$ cat config.mk
export PLATFORM = sky130hd
export DESIGN_NAME = fb_scanout_dma_flat
export DESIGN_NICKNAME = d
export VERILOG_FILES = /design/src/rtl/fb_scanout_dma_if.sv /design/src/rtl/fb_scanout_dma.sv /design/src/flat_wrapper.sv
export SDC_FILE = /design/constraint.sdc
export NUM_CORES = 1
export LEC_CHECK = 0
export BUFFER_PORTS_ARGS = -buffer_cell sky130_fd_sc_hd__buf_2
export CORE_MARGIN = 3
export CORE_UTILIZATION = 45
export CTS_BUF_LIST = sky130_fd_sc_hd__clkbuf_4 sky130_fd_sc_hd__clkbuf_8 sky130_fd_sc_hd__clkbuf_16
export CTS_CLUSTER_SIZE = 14
export DETAILED_ROUTE_END_ITERATION = 8
export PLACE_DENSITY = 0.91
export SLEW_MARGIN = 20
export SYNTH_ARGS = -nofsm -noshare
export SYNTH_HDL_FRONTEND = slang
export SYNTH_SLANG_ARGS = --single-unit
$ cat constraint.sdc
create_clock -name clk -period 2.6 [get_ports clk]
set_clock_uncertainty 0.05 [all_clocks]
set_input_delay 0.13 -clock clk [delete_from_list [all_inputs] [get_ports clk]]
set_output_delay 0.13 -clock clk [all_outputs]
set_load 0.05 [all_outputs]
$ cat src/rtl/fb_scanout_dma_if.sv
// fb_scanout_dma_if: SDRAM controller command/data port plus the pixel-FIFO write port
// of the framebuffer scan-out DMA. master = DMA side, slave = controller/FIFO side.
interface fb_scanout_dma_if #(
  parameter int ADDR_W  = 22,
  parameter int DATA_W  = 32,
  parameter int USEDW_W = 10
);
  logic [1:0]         command;
  logic [ADDR_W-1:0]  data_address;
  logic [DATA_W-1:0]  data_write;
  logic [DATA_W-1:0]  data_read;
  logic               data_read_valid;
  logic               data_write_done;
  logic [DATA_W-1:0]  fifo_data;
  logic               fifo_wrreq;
  logic [USEDW_W-1:0] fifo_wrusedw;

  modport master (
    output command, data_address, data_write, fifo_data, fifo_wrreq,
    input  data_read, data_read_valid, data_write_done, fifo_wrusedw
  );

  modport slave (
    input  command, data_address, data_write, fifo_data, fifo_wrreq,
    output data_read, data_read_valid, data_write_done, fifo_wrusedw
  );
endinterface

$ cat src/rtl/fb_scanout_dma.sv
// fb_scanout_dma: double-buffered framebuffer read DMA, SDRAM -> pixel FIFO (MEM_CLK domain).
// Define FB_PATTERN_FILL_EN to compile in the power-up pattern fill of both buffers.
module fb_scanout_dma #(
  parameter int ADDR_W      = 22,
  parameter int DATA_W      = 32,
  parameter int FRAME_WORDS = 96000,
  parameter int BURST_LEN   = 8,
  parameter int BASE0       = 0,
  parameter int BASE1       = 131072,
  parameter int USEDW_W     = 10,
  parameter int FIFO_DEPTH  = 1024,
  parameter int LOW_THRESH  = 256
) (
  input  logic             clk,
  input  logic             rst_n,
  input  logic             i_enable,
  input  logic             i_swap,
  fb_scanout_dma_if.master bus,
  output logic             o_front_sel,
  output logic             o_swap_done,
  output logic             o_frame_wrap,
  output logic             o_first_data,
  output logic             o_init_done
);

  localparam int OFF_W = (FRAME_WORDS > 1) ? $clog2(FRAME_WORDS) : 1;
  localparam int CNT_W = (BURST_LEN > 1) ? $clog2(BURST_LEN) : 1;
  localparam int LVL_W = USEDW_W + 1;

  localparam logic [1:0]        CMD_IDLE  = 2'd0;
  localparam logic [1:0]        CMD_WRITE = 2'd1;
  localparam logic [1:0]        CMD_READ  = 2'd2;
  localparam logic [LVL_W-1:0]  LOW_LVL   = LVL_W'(LOW_THRESH);
  localparam logic [LVL_W-1:0]  HIGH_LVL  = LVL_W'(FIFO_DEPTH - BURST_LEN);
  localparam logic [OFF_W-1:0]  OFF_LAST  = OFF_W'(FRAME_WORDS - 1);
  localparam logic [OFF_W-1:0]  OFF_ZERO  = OFF_W'(0);
  localparam logic [OFF_W-1:0]  OFF_ONE   = OFF_W'(1);
  localparam logic [CNT_W-1:0]  CNT_LAST  = CNT_W'(BURST_LEN - 1);
  localparam logic [CNT_W-1:0]  CNT_ZERO  = CNT_W'(0);
  localparam logic [CNT_W-1:0]  CNT_ONE   = CNT_W'(1);
  localparam logic [ADDR_W-1:0] ADDR_B0   = ADDR_W'(BASE0);
  localparam logic [ADDR_W-1:0] ADDR_B1   = ADDR_W'(BASE1);
  localparam logic [DATA_W-1:0] DATA_ZERO = DATA_W'(0);

  if ((FRAME_WORDS % BURST_LEN) != 0) begin : g_frame_len_check
    $error("fb_scanout_dma: FRAME_WORDS must be a multiple of BURST_LEN");
  end

  typedef enum logic [1:0] {
    ST_INIT      = 2'd0,
    ST_SCAN_IDLE = 2'd1,
    ST_READ      = 2'd2
  } state_t;

`ifdef FB_PATTERN_FILL_EN
  // Replicated low offset byte, inverted for buffer 1.
  function automatic logic [DATA_W-1:0] fill_pattern(input logic [OFF_W-1:0] off, input logic inv);
    logic [7:0]        b;
    logic [DATA_W-1:0] p;
    b = 8'(off);
    for (int i = 0; i < DATA_W; i++) begin
      p[i] = b[i[2:0]];
    end
    return inv ? ~p : p;
  endfunction
`endif

  state_t             r_state, w_state;
  logic [1:0]         r_command, w_command;
  logic [OFF_W-1:0]   r_offset, w_offset;
  logic [CNT_W-1:0]   r_beat_cnt, w_beat_cnt;
  logic [ADDR_W-1:0]  r_data_address, w_data_address;
  logic [DATA_W-1:0]  r_data_write, w_data_write;
  logic               r_front_sel, w_front_sel;
  logic               r_swap_pending, w_swap_pending;
  logic               r_filling, w_filling;
  logic               r_first_data, w_first_data;
  logic               r_init_done, w_init_done;
  logic               r_fill_buf, w_fill_buf;
  logic               w_frame_wrap, w_swap_done;
  logic               w_beat, w_buf_sel;
  logic [LVL_W-1:0]   w_level;

  assign w_level = {1'b0, bus.fifo_wrusedw};
  assign w_beat  = (r_command == CMD_READ) && bus.data_read_valid;

  // Refill hysteresis; clearing at DEPTH-BURST_LEN also bounds a burst start against overflow.
  always_comb begin
    w_filling = r_filling;
    if (w_level >= HIGH_LVL) begin
      w_filling = 1'b0;
    end else if (w_level <= LOW_LVL) begin
      w_filling = 1'b1;
    end else begin
      w_filling = r_filling;
    end
  end

  // Next-state and datapath decode.
  always_comb begin
    w_state        = r_state;
    w_command      = r_command;
    w_offset       = r_offset;
    w_beat_cnt     = r_beat_cnt;
    w_front_sel    = r_front_sel;
    w_swap_pending = r_swap_pending | i_swap;
    w_first_data   = r_first_data;
    w_init_done    = r_init_done;
    w_data_write   = r_data_write;
    w_fill_buf     = r_fill_buf;
    w_frame_wrap   = 1'b0;
    w_swap_done    = 1'b0;
    case (r_state)
      ST_INIT: begin
`ifdef FB_PATTERN_FILL_EN
        if (r_command != CMD_WRITE) begin
          w_command    = CMD_WRITE;
          w_data_write = fill_pattern(r_offset, r_fill_buf);
        end else if (bus.data_write_done) begin
          if (r_offset == OFF_LAST) begin
            w_offset = OFF_ZERO;
            if (r_fill_buf) begin
              w_state      = ST_SCAN_IDLE;
              w_command    = CMD_IDLE;
              w_init_done  = 1'b1;
              w_fill_buf   = 1'b0;
              w_data_write = DATA_ZERO;
            end else begin
              w_fill_buf   = 1'b1;
              w_data_write = fill_pattern(OFF_ZERO, 1'b1);
            end
          end else begin
            w_offset     = r_offset + OFF_ONE;
            w_data_write = fill_pattern(r_offset + OFF_ONE, r_fill_buf);
          end
        end else begin
          w_command = CMD_WRITE;
        end
`else
        w_state     = ST_SCAN_IDLE;
        w_init_done = 1'b1;
`endif
      end
      ST_SCAN_IDLE: begin
        if (i_enable && w_filling) begin
          w_state    = ST_READ;
          w_command  = CMD_READ;
          w_beat_cnt = CNT_LAST;
        end else begin
          w_state = ST_SCAN_IDLE;
        end
      end
      ST_READ: begin
        if (w_beat) begin
          w_beat_cnt = r_beat_cnt - CNT_ONE;
          if (r_beat_cnt == CNT_ZERO) begin
            w_state      = ST_SCAN_IDLE;
            w_command    = CMD_IDLE;
            w_first_data = 1'b1;
            if (r_offset == OFF_LAST) begin
              // Frame boundary: the only place a buffer swap may commit.
              w_offset     = OFF_ZERO;
              w_frame_wrap = 1'b1;
              if (r_swap_pending || i_swap) begin
                w_front_sel    = ~r_front_sel;
                w_swap_done    = 1'b1;
                w_swap_pending = 1'b0;
              end else begin
                w_front_sel = r_front_sel;
              end
            end else begin
              w_offset = r_offset + OFF_ONE;
            end
          end else begin
            w_offset = r_offset + OFF_ONE;
          end
        end else begin
          w_state = ST_READ;
        end
      end
      default: begin
        w_state   = ST_INIT;
        w_command = CMD_IDLE;
      end
    endcase
  end

  assign w_buf_sel      = (w_state == ST_INIT) ? w_fill_buf : w_front_sel;
  assign w_data_address = (w_buf_sel ? ADDR_B1 : ADDR_B0) + ADDR_W'(w_offset);

  // FSM state register.
  always_ff @(posedge clk or negedge rst_n) begin
    if (!rst_n) begin
      r_state <= ST_INIT;
    end else begin
      r_state <= w_state;
    end
  end

  // Datapath and status registers.
  always_ff @(posedge clk or negedge rst_n) begin
    if (!rst_n) begin
      r_command      <= CMD_IDLE;
      r_offset       <= OFF_ZERO;
      r_beat_cnt     <= CNT_ZERO;
      r_data_address <= ADDR_B0;
      r_data_write   <= DATA_ZERO;
      r_front_sel    <= 1'b0;
      r_swap_pending <= 1'b0;
      r_filling      <= 1'b0;
      r_first_data   <= 1'b0;
      r_init_done    <= 1'b0;
      r_fill_buf     <= 1'b0;
    end else begin
      r_command      <= w_command;
      r_offset       <= w_offset;
      r_beat_cnt     <= w_beat_cnt;
      r_data_address <= w_data_address;
      r_data_write   <= w_data_write;
      r_front_sel    <= w_front_sel;
      r_swap_pending <= w_swap_pending;
      r_filling      <= w_filling;
      r_first_data   <= w_first_data;
      r_init_done    <= w_init_done;
      r_fill_buf     <= w_fill_buf;
    end
  end

  assign bus.command      = r_command;
  assign bus.data_address = r_data_address;
  assign bus.data_write   = r_data_write;
  assign bus.fifo_data    = bus.data_read;
  assign bus.fifo_wrreq   = w_beat;
  assign o_front_sel      = r_front_sel;
  assign o_swap_done      = w_swap_done;
  assign o_frame_wrap     = w_frame_wrap;
  assign o_first_data     = r_first_data;
  assign o_init_done      = r_init_done;

endmodule

$ cat src/flat_wrapper.sv
// flat-port wrapper written by rule: the top's interface ports become plain ports
module fb_scanout_dma_flat 
#(
  parameter int ADDR_W      = 22,
  parameter int DATA_W      = 32,
  parameter int FRAME_WORDS = 96000,
  parameter int BURST_LEN   = 8,
  parameter int BASE0       = 0,
  parameter int BASE1       = 131072,
  parameter int USEDW_W     = 10,
  parameter int FIFO_DEPTH  = 1024,
  parameter int LOW_THRESH  = 256
)
  (clk, rst_n, i_enable, i_swap, o_front_sel, o_swap_done, o_frame_wrap, o_first_data, o_init_done, bus_command, bus_data_address, bus_data_write, bus_fifo_data, bus_fifo_wrreq, bus_data_read, bus_data_read_valid, bus_data_write_done, bus_fifo_wrusedw);
  fb_scanout_dma_if #(.ADDR_W(ADDR_W), .DATA_W(DATA_W), .USEDW_W(USEDW_W)) bus_i ();
  input  logic clk;
  input  logic rst_n;
  input  logic i_enable;
  input  logic i_swap;
  output logic o_front_sel;
  output logic o_swap_done;
  output logic o_frame_wrap;
  output logic o_first_data;
  output logic o_init_done;
  output wire logic [$bits(bus_i.command)-1:0] bus_command;
  output wire logic [$bits(bus_i.data_address)-1:0] bus_data_address;
  output wire logic [$bits(bus_i.data_write)-1:0] bus_data_write;
  output wire logic [$bits(bus_i.fifo_data)-1:0] bus_fifo_data;
  output wire logic [$bits(bus_i.fifo_wrreq)-1:0] bus_fifo_wrreq;
  input wire logic [$bits(bus_i.data_read)-1:0] bus_data_read;
  input wire logic [$bits(bus_i.data_read_valid)-1:0] bus_data_read_valid;
  input wire logic [$bits(bus_i.data_write_done)-1:0] bus_data_write_done;
  input wire logic [$bits(bus_i.fifo_wrusedw)-1:0] bus_fifo_wrusedw;
  assign bus_command = bus_i.command;
  assign bus_data_address = bus_i.data_address;
  assign bus_data_write = bus_i.data_write;
  assign bus_fifo_data = bus_i.fifo_data;
  assign bus_fifo_wrreq = bus_i.fifo_wrreq;
  assign bus_i.data_read = bus_data_read;
  assign bus_i.data_read_valid = bus_data_read_valid;
  assign bus_i.data_write_done = bus_data_write_done;
  assign bus_i.fifo_wrusedw = bus_fifo_wrusedw;
  fb_scanout_dma #(.ADDR_W(ADDR_W), .DATA_W(DATA_W), .FRAME_WORDS(FRAME_WORDS), .BURST_LEN(BURST_LEN), .BASE0(BASE0), .BASE1(BASE1), .USEDW_W(USEDW_W), .FIFO_DEPTH(FIFO_DEPTH), .LOW_THRESH(LOW_THRESH)) u_core (.clk(clk), .rst_n(rst_n), .i_enable(i_enable), .i_swap(i_swap), .bus(bus_i), .o_front_sel(o_front_sel), .o_swap_done(o_swap_done), .o_frame_wrap(o_frame_wrap), .o_first_data(o_first_data), .o_init_done(o_init_done));
endmodule
### Word level (Yosys, flattened, before mapping)

Index checks and enable logic that the tools add are counted.

| operators by class | value |
|---|---|
| add/subtract/negate cells | 3 |
| equal/unequal tests | 7 |
| magnitude comparators | 2 |
| muxes and demuxes | 38 |
| bitwise logic cells | 3 |
| reduce and logical (&&, ||, !) cells | 10 |

Operators by type and width:

| cell | count |
|---|---|
| 2-to-1 mux 17 bit | 4 |
| adder 22 x 17 -> 22 bit | 1 |
| 2-to-1 mux 1 bit | 22 |
| 2-to-1 mux 18 bit | 1 |
| adder 17 x 1 -> 17 bit (second input constant) | 1 |
| == test 17 bit (second input constant) | 1 |
| 2-to-1 mux 2 bit | 6 |
| case mux 2 bit (3 select lines) | 2 |
| greater-or-equal comparator 10 bit (second input constant) | 1 |
| <= comparator 10 x 9 -> 1 bit (second input constant) | 1 |
| 2-to-1 mux 3 bit | 2 |
| case mux 3 bit (2 select lines) | 1 |
| AND reduction 3 bit | 2 |
| == test 2 bit (second input constant) | 2 |
| zero test 2 bit | 2 |
| inequality test 2 x 1 -> 1 bit (second input constant) | 2 |
| AND reduction 4 bit | 1 |
| zero test 3 bit | 1 |
| subtractor 3 x 1 -> 3 bit (second input constant) | 1 |
| == test 2 x 1 -> 1 bit (second input constant) | 1 |
| logical AND 1 bit | 2 |
| inequality test 2 bit (second input constant) | 1 |
| NOT 1 bit | 2 |
| nonzero test 2 bit | 1 |
| other kinds (2) | 2 |

| storage, ports and cells | value |
|---|---|
| input port bits | 48 |
| word-level logic and storage cells | 73 |
| output and inout port bits | 94 |
| register bits after elaboration | 51 |

### Logic depth before layout (Yosys ltp)

| depth | value |
|---|---|
| depth in word-level cells | 10 |
| depth in mapped cells | 9 |

### Least setup slack after synthesis

OpenSTA, ideal clock, no wires.

| path | value |
|---|---|
| path type | register to register |
| from | register u_core.r_offset[0] |
| to | register u_core.r_data_address[17] (netlist: u_core.bus.data_address[17]) |
| setup slack | 0.335 ns |
| path buffers | 0 |
| required time | 2.432 ns |
| arrival | 2.097 ns |
| cell stages (with the launch flop) | 7 |
| path through | dfrtp_1 > ha_1 > and3_1 > nand3_4 > nor3_4 > xor2_2 > and2b_1 |

| between the ends | value |
|---|---|
| cells in the longest elaborated chain, start to end | 8 |

RTL lines:

| item | RTL line | RTL |
|---|---|---|
| start, declared | fb_scanout_dma.sv:70 | `logic [OFF_W-1:0] r_offset, w_offset;` |
| start signal, assigned | fb_scanout_dma.sv:216 | `r_offset <= w_offset;` |
| == test 17 bit | fb_scanout_dma.sv:160 | `if (r_offset == OFF_LAST) begin` |
| 2-to-1 mux 1 bit | fb_scanout_dma.sv:160 |  |
| 2-to-1 mux 1 bit | fb_scanout_dma.sv:156 | `if (r_beat_cnt == CNT_ZERO) begin` |
| 2-to-1 mux 1 bit | fb_scanout_dma.sv:154 | `if (w_beat) begin` |
| 2-to-1 mux 1 bit | fb_scanout_dma.sv:113 | `case (r_state)` |
| named net u_core.w_front_sel | fb_scanout_dma.sv:74 | `logic r_front_sel, w_front_sel;` |
| 2-to-1 mux 1 bit | fb_scanout_dma.sv:188 | `assign w_buf_sel = (w_state == ST_INIT) ? w_fill_buf : w_front_sel;` |
| named net u_core.w_buf_sel | fb_scanout_dma.sv:81 | `logic w_beat, w_buf_sel;` |
| 2-to-1 mux 18 bit | fb_scanout_dma.sv:189 | `assign w_data_address = (w_buf_sel ? ADDR_B1 : ADDR_B0) + ADDR_W'(w_offset);` |
| adder 22 x 17 -> 22 bit | fb_scanout_dma.sv:189 |  |
| end signal, assigned | fb_scanout_dma.sv:218 | `r_data_address <= w_data_address;` |
| end, declared | fb_scanout_dma.sv:72 | `logic [ADDR_W-1:0] r_data_address, w_data_address;` |

The timed path passes the listed nets, and every way through them passes these cells.
A chain may end at the register's enable or synchronous reset.

### Final worst setup path

| path | value |
|---|---|
| from | register u_core.r_beat_cnt[0] |
| to | output o_frame_wrap |

| between the ends | value |
|---|---|
| cells in the longest elaborated chain, start to end | 4 |

RTL lines:

| item | RTL line | RTL |
|---|---|---|
| start, declared | fb_scanout_dma.sv:71 | `logic [CNT_W-1:0] r_beat_cnt, w_beat_cnt;` |
| start signal, assigned | fb_scanout_dma.sv:217 | `r_beat_cnt <= w_beat_cnt;` |
| zero test 3 bit | fb_scanout_dma.sv:156 |  |
| 2-to-1 mux 1 bit | fb_scanout_dma.sv:156 |  |
| 2-to-1 mux 1 bit | fb_scanout_dma.sv:154 |  |
| 2-to-1 mux 1 bit | fb_scanout_dma.sv:113 |  |
| end, declared | flat_wrapper.sv:22 | `output logic o_frame_wrap;` |

Every way passes these cells.

==> summary.txt <==
Finish
  • Finished Core Util: a little under half
  • Count of nets after finishing: slightly below 300
  • # diodes: 0
  • Fraction of layout cells with a size suffix above 1: between 20% and 30%
  • Area delta synth->final: -1.928%
  • Number of standard cells in the layout, taps in and fillers out: 290

Synthesis
  • Area of the mapped netlist: 2077 sq um
  • Seq cells post-synth: 29
  • Portion of synthesized cell area occupied by the leading cell type: 34.94%
  • Complex-gate fraction of the synthesized area: under 10%
  • Predominant post-synthesis flop cell: sky130_fd_sc_hd__dfrtp_1
  • Portion of the post-synthesis area used by sequential elements: between 30% and 40%
  • Count of unique library cells instantiated by Yosys: 46
  • Gate Count Post-Synth: 227
  • Top cell type by total area after synthesis: sky130_fd_sc_hd__dfrtp_1
  • Synth Warn #: 0
  • Fraction of synthesized area in multiplexers: just over 1%
  • Largest family of logic cells by synthesized area: buffers and inverters
  • Main area contributors after synthesis: sky130_fd_sc_hd__dfrtp_1 (35%), sky130_fd_sc_hd__buf_4 (26%), sky130_fd_sc_hd__ha_1 (4.2%)
  • Number of enable-type register cells in the synthesized netlist: 0
  • Mean instance size in the synthesized netlist: between 9 and 10 sq um
  • Xor/xnor cell area share of the yosys netlist: ~5.0%
  • Simple-gate area share of the yosys netlist: about 20%
  • Adder and majority gate portion of the synthesized area: 4.217%
  • Async SR Flop Fraction: 100.0%

STA
  • Fin crit share: ~90%
  • Setup Viol. Count Final: 0
  • Max-slew headroom at the worst pin: 58.20%
  • Total Neg Setup Slack: 0 ns
  • Slew Limit Fails: 0
  • Slew of the pin with the lowest slew margin: 0.6270 ns
  • Final critical-path required period: approximately 2.4 ns
  • Post-route worst hold slack: between 0.08 and 0.09 ns
  • Maximum clock frequency: 418.3 MHz
  • Setup repair after global routing missed its margin: no
  • Total count of hold-check failures in the final report: 0

Power
  • Switching power share of the total: 39.47%
  • Lkg Pwr: 1.065 nW
  • Share of power burned in combinational logic: roughly 33%
  • Int Pwr: 819.8 uW
  • PD cells: around 660 nW/um^2
  • VDD IR max: roughly 170 uV
  • Sequential fraction of design power: ~40%
  • Final Total Pwr: 1.354 mW
  • Power spent charging and discharging nets: 534.6 uW
  • Clock network fraction of design power: between 20% and 30%

Drt
  • Iteration-0 DRC Markers: 85
  • Via total after detailed routing: 1,434
  • Post-route ant nets: 0
  • Final routed DRC violation total: 0
  • Wirelength, routed: around 3.6 mm
  • Detailed-route wire length per cell: ~13 microns
  • Drt via density: between 4 and 5
  • Pre-antenna DRT Iters: 4

Critical path
  • Crit. End Element: output port
  • CP Buf/Inv Count: 2
  • Arrival @ worst endpoint: 2.21 ns
  • Critical path start-end classification: reg2out
  • Maximum cell stage delay along the critical path: around 0.41 ns
  • Cell Chain, Critical Path: inv_1, ha_1, nor2b_1, nand4_2, nor2_4, buf_2
  • Required time of the worst setup path: between 2 and 2.5 ns
  • CP max-delay cell: sky130_fd_sc_hd__dfrtp_1
  • Maximum fanout along the worst path: 10
  • Startpoint type of the worst setup path: flop
  • Dominant delay contributor by cell family on the critical path: simple AND/OR/NAND/NOR gates

CTS
  • Clock tree from TritonCTS: yes
  • Number of buffers on the longest clock path: 2
  • Number of sinks on the clock net: 29
  • Clock slew at the register clock pins of the worst setup and hold paths: 0.05 ns
  • Number of buffers created by CTS: 5
  • Clock network latency to the later pin of the worst-skew pair: 0.28 ns
  • Clock Tree Root: sky130_fd_sc_hd__clkbuf_8
  • CTS HTree Levels: 2

Floorplan
  • Die outline area: ~5500 sq um
  • Number of core rows: 24
  • Width of the die: between 70 and 80 microns
  • Core Region: 4414 sq um
  • Top-level port count: between 100 and 150
  • Die H: 73.94 microns
  • Starting Density: a little under half

Placed design
  • RePlAce Congestion: roughly 0.78
  • Placed instance count: about 280
  • Post-DP HPWL: roughly 2.9 mm
  • Input/output buffers: 39

Run
  • Number of max-capacitance violations reported: 0

Global routing
  • Overflow left after global routing: 0
  • Initial antenna violation count: 0
  • Total Routing Usage GR: between 10% and 20%
  • Vias in the first global route: 1,305
  • Maximum number of pins on one net before global-route repair: 30
  • Global-route wire length before repair: 5.533 mm

Hold path
  • Class of the worst hold path: in2reg

Outcome
  • Run status: complete, no violations
power by group through the flow:
stage | registers (mW) | logic, mW | clock network (mW)
after global placement | 0.534 | 0.439 | 0
after floorplan | 0.595 | 0.480 | 0
after global routing | 0.536 | 0.491 | 0.403
after detailed placement | 0.535 | 0.447 | 0
after CTS | 0.528 | 0.449 | 0.385
final | 0.529 | 0.451 | 0.374
through the flow:
step                instance area (sq um)  setup WS [ns]
global route                         2037        0.03942
finish                               2037         0.2093
floorplan                            2212         0.3345
global placement                     1936         0.4517
detailed placement                   1936         0.3982
CTS                                  2036         0.1161
synthesized netlist by cell type, types with 2 or more instances:
cell and number:
sky130_fd_sc_hd__and2_1 4, sky130_fd_sc_hd__o21ai_0 7, sky130_fd_sc_hd__o21ai_1 2, sky130_fd_sc_hd__a21o_1 2, sky130_fd_sc_hd__nand2b_1 2, sky130_fd_sc_hd__nor4_1 2, sky130_fd_sc_hd__nand4_1 2, sky130_fd_sc_hd__a31oi_1 2
sky130_fd_sc_hd__buf_4 71, sky130_fd_sc_hd__nor2_1 17, sky130_fd_sc_hd__a21oi_1 7, sky130_fd_sc_hd__xnor2_1 9, sky130_fd_sc_hd__inv_1 7, sky130_fd_sc_hd__nor3b_1 2, sky130_fd_sc_hd__nor3_1 4, sky130_fd_sc_hd__nand2_1 14
sky130_fd_sc_hd__dfrtp_1 29, sky130_fd_sc_hd__nand3_1 7, sky130_fd_sc_hd__ha_1 7, sky130_fd_sc_hd__and3_1 4
flip-flops by register name, indices dropped and copies added (netlist names):
name	cells
u_core.bus.data_address	2
u_core.r_offset	16
u_core.r_filling	1
u_core.o_init_done	1
u_core.r_state	2
u_core.o_front_sel	1
u_core.o_first_data	1
u_core.r_beat_cnt	3
u_core.bus.command	1
u_core.r_swap_pending	1
per-layer routing:
metal | GRT usage [%] | share of wire (%) | up-vias
met5 | 0 | 0 | -
met4 | 7.042 | 2.7 | 0
met3 | 5.000 | 9.0 | 10
met2 | 21.85 | 50 | 55
met1 | 14.38 | 39 | 695
li1 | - | - | 674
kinds of logic after synthesis:
| family | Yosys count |
|---|---|
| flops | 29 |
| buf+inv | 79 |
| other cells | 1 |
| fa+ha+maj | 7 |
| xor+xnor | 11 |
| compound gates | 27 |
| mux | 2 |
| simple gates | 71 |
worst register-to-register path, stage by stage (launching register included):
cell	delay, ns
sky130_fd_sc_hd__dfrtp_1	0.41
sky130_fd_sc_hd__inv_1	0.10
sky130_fd_sc_hd__ha_1	0.15
sky130_fd_sc_hd__nor2b_1	0.34
sky130_fd_sc_hd__nand4_2	0.30
sky130_fd_sc_hd__nor2_4	0.32
sky130_fd_sc_hd__o21ai_1	0.11
sky130_fd_sc_hd__a22o_1	0.24
worst paths after layout:
check,startpoint,end,slack [ns],cells after the start
worst max-delay path,u_core.r_beat_cnt[0]$_DFFE_PN0P_,o_frame_wrap,0.21,6
worst min-delay path,i_swap,u_core.r_swap_pending$_DFF_PN0_,0.09,3
worst max register to register,u_core.r_beat_cnt[0]$_DFFE_PN0P_,u_core.r_offset[14]$_DFFE_PN0P_,0.48,7
worst min register to register,u_core.o_first_data$_DFFE_PN0P_,u_core.o_first_data$_DFFE_PN0P_,0.41,1
max in group asynchronous,rst_n,u_core.r_offset[10]$_DFFE_PN0P_,1.73,2
min in group asynchronous,rst_n,u_core.r_offset[4]$_DFFE_PN0P_,0.35,2
layout make-up:
class                      instances  area [sq um]
multi-input combinational        155         924.6
fill                             427          2377
timing repair buffer              40         205.2
tap                               52         65.06
clock buffer                       7         90.09
sequential                        29         725.7
inverter                           7         26.28
layout by cell type, fill, tap and decap left out, types with 3 or more instances in the layout:
| cell type | n |
|---|---|
| sky130_fd_sc_hd__buf_2 | 39 |
| sky130_fd_sc_hd__conb_1 | 37 |
| sky130_fd_sc_hd__dfrtp_1 | 29 |
| sky130_fd_sc_hd__nor2_1 | 17 |
| sky130_fd_sc_hd__nand2_1 | 14 |
| sky130_fd_sc_hd__xnor2_1 | 9 |
| sky130_fd_sc_hd__inv_1 | 7 |
| sky130_fd_sc_hd__a21oi_1 | 7 |
| sky130_fd_sc_hd__nand3_1 | 7 |
| sky130_fd_sc_hd__o21ai_0 | 7 |
| sky130_fd_sc_hd__ha_1 | 7 |
| sky130_fd_sc_hd__clkbuf_8 | 6 |
| sky130_fd_sc_hd__and2_1 | 4 |
| sky130_fd_sc_hd__nor3_1 | 4 |
| sky130_fd_sc_hd__and3_1 | 3 |
timing repair:
action                                 4_1_cts  5_1_grt
gates resized for setup                      0        1
setup endpoints to repair                    0        1
setup buffers                                0        0
hold buffers                                 1        0
endpoints found under the hold margin       29        0
(Power assumes the default switching activity.)
